**config.mk**
```make
export PLATFORM = sky130hd
export DESIGN_NAME = tm_master_req_queue
export DESIGN_NICKNAME = d
export VERILOG_FILES = /design/src/rtl/tm_master_req_queue.sv
export SDC_FILE = /design/constraint.sdc
export NUM_CORES = 1
export LEC_CHECK = 0
export ABC_AREA = 1
export CORE_MARGIN = 2
export CORE_UTILIZATION = 59
export DETAILED_ROUTE_END_ITERATION = 12
export GPL_TIMING_DRIVEN = 0
export PLACE_DENSITY = 0.86
export SYNTH_ARGS = -nofsm -noshare
export SYNTH_HDL_FRONTEND = slang
export SYNTH_SLANG_ARGS = --single-unit
```
**constraint.sdc**
```tcl
create_clock -name clk -period 4.1 [get_ports clk]
set_clock_uncertainty 0.2 [all_clocks]
set_input_delay 0.615 -clock clk [delete_from_list [all_inputs] [get_ports clk]]
set_output_delay 0.615 -clock clk [all_outputs]
set_load 0.02 [all_outputs]
```
**src/rtl/tm_master_req_queue.sv**
```systemverilog
// tm_master_req_queue: request FIFO between a master and its credit/switch regulator
module tm_master_req_queue #(
  parameter int DEPTH = 8,
  parameter int DATA_WIDTH = 32,
  parameter int ADDRESS_WIDTH = 4,
  parameter int VC_ADDRESS_WIDTH = 2
) (
  input  logic                        clk,
  input  logic                        rst,
  input  logic                        in_valid,
  input  logic [DATA_WIDTH-1:0]       in_data,
  input  logic [ADDRESS_WIDTH-1:0]    in_dest,
  input  logic [VC_ADDRESS_WIDTH-1:0] in_vc,
  output logic                        in_ready,
  output logic                        send_valid,
  output logic [DATA_WIDTH-1:0]       send_data,
  output logic [ADDRESS_WIDTH-1:0]    send_dest,
  output logic [VC_ADDRESS_WIDTH-1:0] send_vc,
  input  logic                        send_ready,
  output logic [$clog2(DEPTH):0]      count,
  output logic                        head_switch
);
  localparam int AW = $clog2(DEPTH);
  logic [AW:0] wr_ptr, rd_ptr;
  logic [DATA_WIDTH-1:0] mem_data [DEPTH];
  logic [ADDRESS_WIDTH-1:0] mem_dest [DEPTH];
  logic [VC_ADDRESS_WIDTH-1:0] mem_vc [DEPTH];
  logic [ADDRESS_WIDTH-1:0] last_dest, head_dest;
  logic [VC_ADDRESS_WIDTH-1:0] last_vc, head_vc;
  logic empty, full, push, pop;
  always_comb begin
    empty = wr_ptr == rd_ptr;
    full = (wr_ptr[AW] != rd_ptr[AW]) && (wr_ptr[AW-1:0] == rd_ptr[AW-1:0]);
    push = in_valid && !full;
    pop = !empty && send_ready;
    head_dest = mem_dest[rd_ptr[AW-1:0]];
    head_vc = mem_vc[rd_ptr[AW-1:0]];
    in_ready = !full;
    send_valid = pop;
    send_data = mem_data[rd_ptr[AW-1:0]];
    send_dest = empty ? last_dest : head_dest;
    send_vc = empty ? last_vc : head_vc;
    count = wr_ptr - rd_ptr;
    head_switch = !empty && ({head_dest, head_vc} != {last_dest, last_vc});
  end
  always_ff @(posedge clk) begin
    if (rst) begin
      wr_ptr <= '0;
      rd_ptr <= '0;
      last_dest <= '0;
      last_vc <= '0;
    end else begin
      if (push) wr_ptr <= wr_ptr + 1'b1;
      if (pop) begin
        rd_ptr <= rd_ptr + 1'b1;
        last_dest <= head_dest;
        last_vc <= head_vc;
      end
    end
  end
  always_ff @(posedge clk) begin
    if (push) begin
      mem_data[wr_ptr[AW-1:0]] <= in_data;
      mem_dest[wr_ptr[AW-1:0]] <= in_dest;
      mem_vc[wr_ptr[AW-1:0]] <= in_vc;
    end
  end
endmodule

```
==> summary.md <==
| Metric | Value |
|---|---|
| Status | `finished clean` |
| Worst vdd ir | `0.4760 mV` |
| Hold_sp | `rd_ptr[3]` |
| First-pass GRT wire length | `47.91 mm` |
| N_diodes | `0` |
| Hold EP | `rd_ptr[3]` |
| Syn Nets | `1091` |
| 1st-iter DRT viols | `1338` |
| Final worst-path cycle share | `0.9736` |
| CTS tree | `done` |
| Pin count of the biggest net entering global routing | `29` |
| Area delta synth->final | `18.76%` |
| R2r startpoint | `rd_ptr[1]` |
| Post-synthesis mux area share | `0` |
| Main combinational cell family by area after synthesis | `simple AND/OR/NAND/NOR gates` |
| Postcts setup bufs | `0` |
| Synth top area share | `0.7131` |
| Gate power share | `0.213` |
| Critical Path Source Type | `flip-flop` |
| Final #Nets | `1217` |
| Pwr Density | `535.1 nW/µm²` |
| Hold/Removal Path Class | `reg -> reg` |
| Initial antenna violation count | `0` |
| Max_cap viols | `0` |
| Finish-stage setup viols | `0` |
| Post-synthesis compound-gate area fraction | `0.09764` |
| Worst-margin pin slew | `0.8205 ns` |
| Vias in the first global route | `8905` |
| Syn Std Cell Area | `approximately 13000 µm²` |
| Hold_ws | `between 0.3 and 0.4 ns` |
| Switching power of the nets | `around 2.3 mW` |
| Seq/Total Area, Yosys | `0.7397` |
| Clock Tree Buf Depth | `3` |
| Worst-Skew Late Latency | `around 0.55 ns` |
| Worst r2r dst | `mem_data[4][14]` |
| Core ar. | `around 21000 µm²` |
| Sw frac | `0.2825` |
| Clk network pwr share | `0.329` |
| Die Y | `151.3 µm` |
| I/O pin cnt | `87` |
| Cell count after synthesis | `1043` |
| Final Critical Period | `3.992 ns` |
| # DRC | `0` |
| Gr ovfl total | `0` |
| TritonCTS Sinks | `about 320` |
| Rel. slew slack | `0.4517` |
| Synth Area in Simple Gates | `0.1129` |
| Synthesis-stage register bit count | `about 320` |
| Mean Syn Cell Area | `12.27 µm²` |
| First-pass iteration count of the detailed router | `6` |
| Fin cells | `1467` |
| # resized after CTS | `0` |
| Top fanout value on the critical path | `10` |
| Final hold vios | `0` |
| Pleak | `around 5.3 nW` |
| Peak Freq | `250.5 MHz` |
| WL/cell | `21.89 µm` |
| Total GRT Usage | `0.2818` |
| Root Buffer | `clkbuf_16` |
| Synth Warn # | `0` |
| Top cells by area, synth | `edfxtp_1, nor2_1, o21ai_0` |
| Die Wd | `151.3 µm` |
| Starting Density | `0.6051` |
| Flop pwr share | `0.457` |
| Die area | `22890 µm²` |
| Yosys top cell by area | `edfxtp_1` |
| Internal | `between 5 and 6 mW` |
| CTS H-tree depth | `1` |
| Detailed placer's ending HPWL | `18.88 mm` |
| Via density per instance | `6.136` |
| Critical Path AT | `~3.2 ns` |
| Share of layout cells above drive strength 1 | `0.08389` |
| Cts hold-fix bufs | `0` |
| R2r setup slk | `0.97 ns` |
| Vias | `9001` |
| Unique masters post-synth | `28` |
| XOR/XNOR Fraction of Synth Area | `0.002053` |
| CTS clk-pin slew, worst paths | `0.06 ns` |
| Unrepaired setup endpoints after global routing | `false` |
| WL final | `32.11 mm` |
| Antenna Violating Nets Remaining | `0` |
| Number of buffers created by CTS | `30` |
| Worst reg-to-reg path cell count | `10` |
| Worst Path Required | `between 3 and 4 ns` |
| Routability cong. | `0.8212` |
| Critical path class | `reg -> out` |
| IO buf count | `86` |
| Cells after DPL | `1412` |
| Max Slew Vio Count | `0` |
| Worst setup EP type | `output pin` |
| Post-Synth Adder-Cell Area | `0.006451` |
| Hold Path Cell Cnt | `2` |
| # rows | `53` |
## power by group through the flow
stage | combinational (mW) | clock, mW | sequential [mW]
after floorplan | 0.972 | 0 | 3.78
after global placement | 1.60 | 0 | 3.79
after detailed placement | 1.67 | 0 | 3.79
after CTS | 1.71 | 2.67 | 3.72
after global routing | 1.86 | 2.81 | 3.73
final | 1.74 | 2.68 | 3.72
## cell usage after synthesis, drive strengths merged
library cell  instances
o31ai                 1
nand2                79
nand3                32
dfxtp                17
xnor2                 1
o21bai                1
nor2                258
nand3b                1
inv                  50
o22ai                32
o21ai               152
a31oi                32
a21oi                14
clkbuf               24
ha                    5
xor2                  2
fa                    1
buf                  36
edfxtp              304
nor3                  1
## routing by layer
metal | share of wire | track usage
met1 | 0.35 | 0.3565
met2 | 0.51 | 0.4857
met3 | 0.10 | 0.03946
met4 | 0.037 | 0.1290
met5 | 0 | 0
## how the worst max path moves through the flow
stage	depth (start not counted)	endpoint	slack [ns]
finish	6	send_data[23]	0.11
floorplan	9	mem_data[0][0]	0.35
global placement	5	mem_data[3][30]	-0.87
detailed placement	6	send_data[12]	0.75
CTS	6	send_data[11]	0.08
global route	10	send_dest[1]	0.04
## placed cells by master, fill, tap and decap left out, types with 2 or more instances in the layout
cell type | netlist | routed
a31oi_1 | 32 | 32
buf_1 | 4 | 3
dfxtp_1 | 17 | 17
o22ai_1 | 32 | 32
clkbuf_2 | 1 | 2
clkdlybuf4s50_1 | 0 | 86
clkinv_2 | 0 | 4
inv_2 | 3 | 3
clkbuf_8 | 0 | 6
nand3_1 | 32 | 32
buf_6 | 9 | 9
ha_1 | 5 | 5
buf_12 | 0 | 6
clkinv_1 | 0 | 5
nand2_1 | 78 | 78
o21ai_1 | 10 | 10
buf_2 | 16 | 16
buf_4 | 7 | 7
o21ai_0 | 142 | 142
xor2_1 | 2 | 2
clkbuf_16 | 0 | 30
inv_1 | 47 | 47
nor2_4 | 0 | 8
nor2_1 | 258 | 250
buf_16 | 0 | 2
edfxtp_1 | 304 | 304
a21oi_1 | 13 | 13
clkbuf_1 | 23 | 29
## cells by family (layout without fill, tap and decap cells)
logic type               after synthesis  in the layout
buffers and inverters                110            259
flip-flops                           321            321
AO/OA/AOI/OAI                        232            232
adder cells (fa/ha/maj)                6              6
XOR/XNOR                               3              3
AND/OR/NAND/NOR                      371            371
## critical path, cell delays in order, from the launching register on
cell and delay, ns:
dfxtp_1 0.40, inv_1 0.30, buf_2 0.34, buf_1 0.50
nor2_1 0.15, a31oi_1 0.26, clkdlybuf4s50_1 0.67
## registers in the layout (all words and copies together) (netlist names), named ones only
name and count:
wr_ptr 4, mem_vc 16, last_vc 2, mem_data 256, mem_dest 32, last_dest 4
rd_ptr 4
## stage by stage
step | setup slack (ns) | utilization | power [mW] | instance area [µm²] | setup TNS [ns]
finish | 0.1083 | 0.7186 | 8.134 | 15200 | 0
global route | 0.03796 | 0.7186 | 8.398 | 15200 | 0
CTS | 0.07878 | 0.7186 | 8.102 | 15200 | 0
detailed placement | 0.7495 | 0.6732 | 5.462 | 14240 | 0
global placement | -0.8738 | 0.6621 | 5.389 | 14010 | -242.21
floorplan | 0.3522 | - | 4.754 | 12800 | 0
## layout make-up
class | instances | area, µm²
fill | 1215 | 5952
multi-input combinational | 612 | 2864
inverter | 50 | 187.7
tap | 275 | 344.1
clock inverter | 13 | 103.9
buffer | 60 | 341.6
clock buffer | 42 | 855.8
timing repair buffer | 94 | 1036
sequential | 321 | 9469
Note: power is estimated with default switching activity, not from simulation.
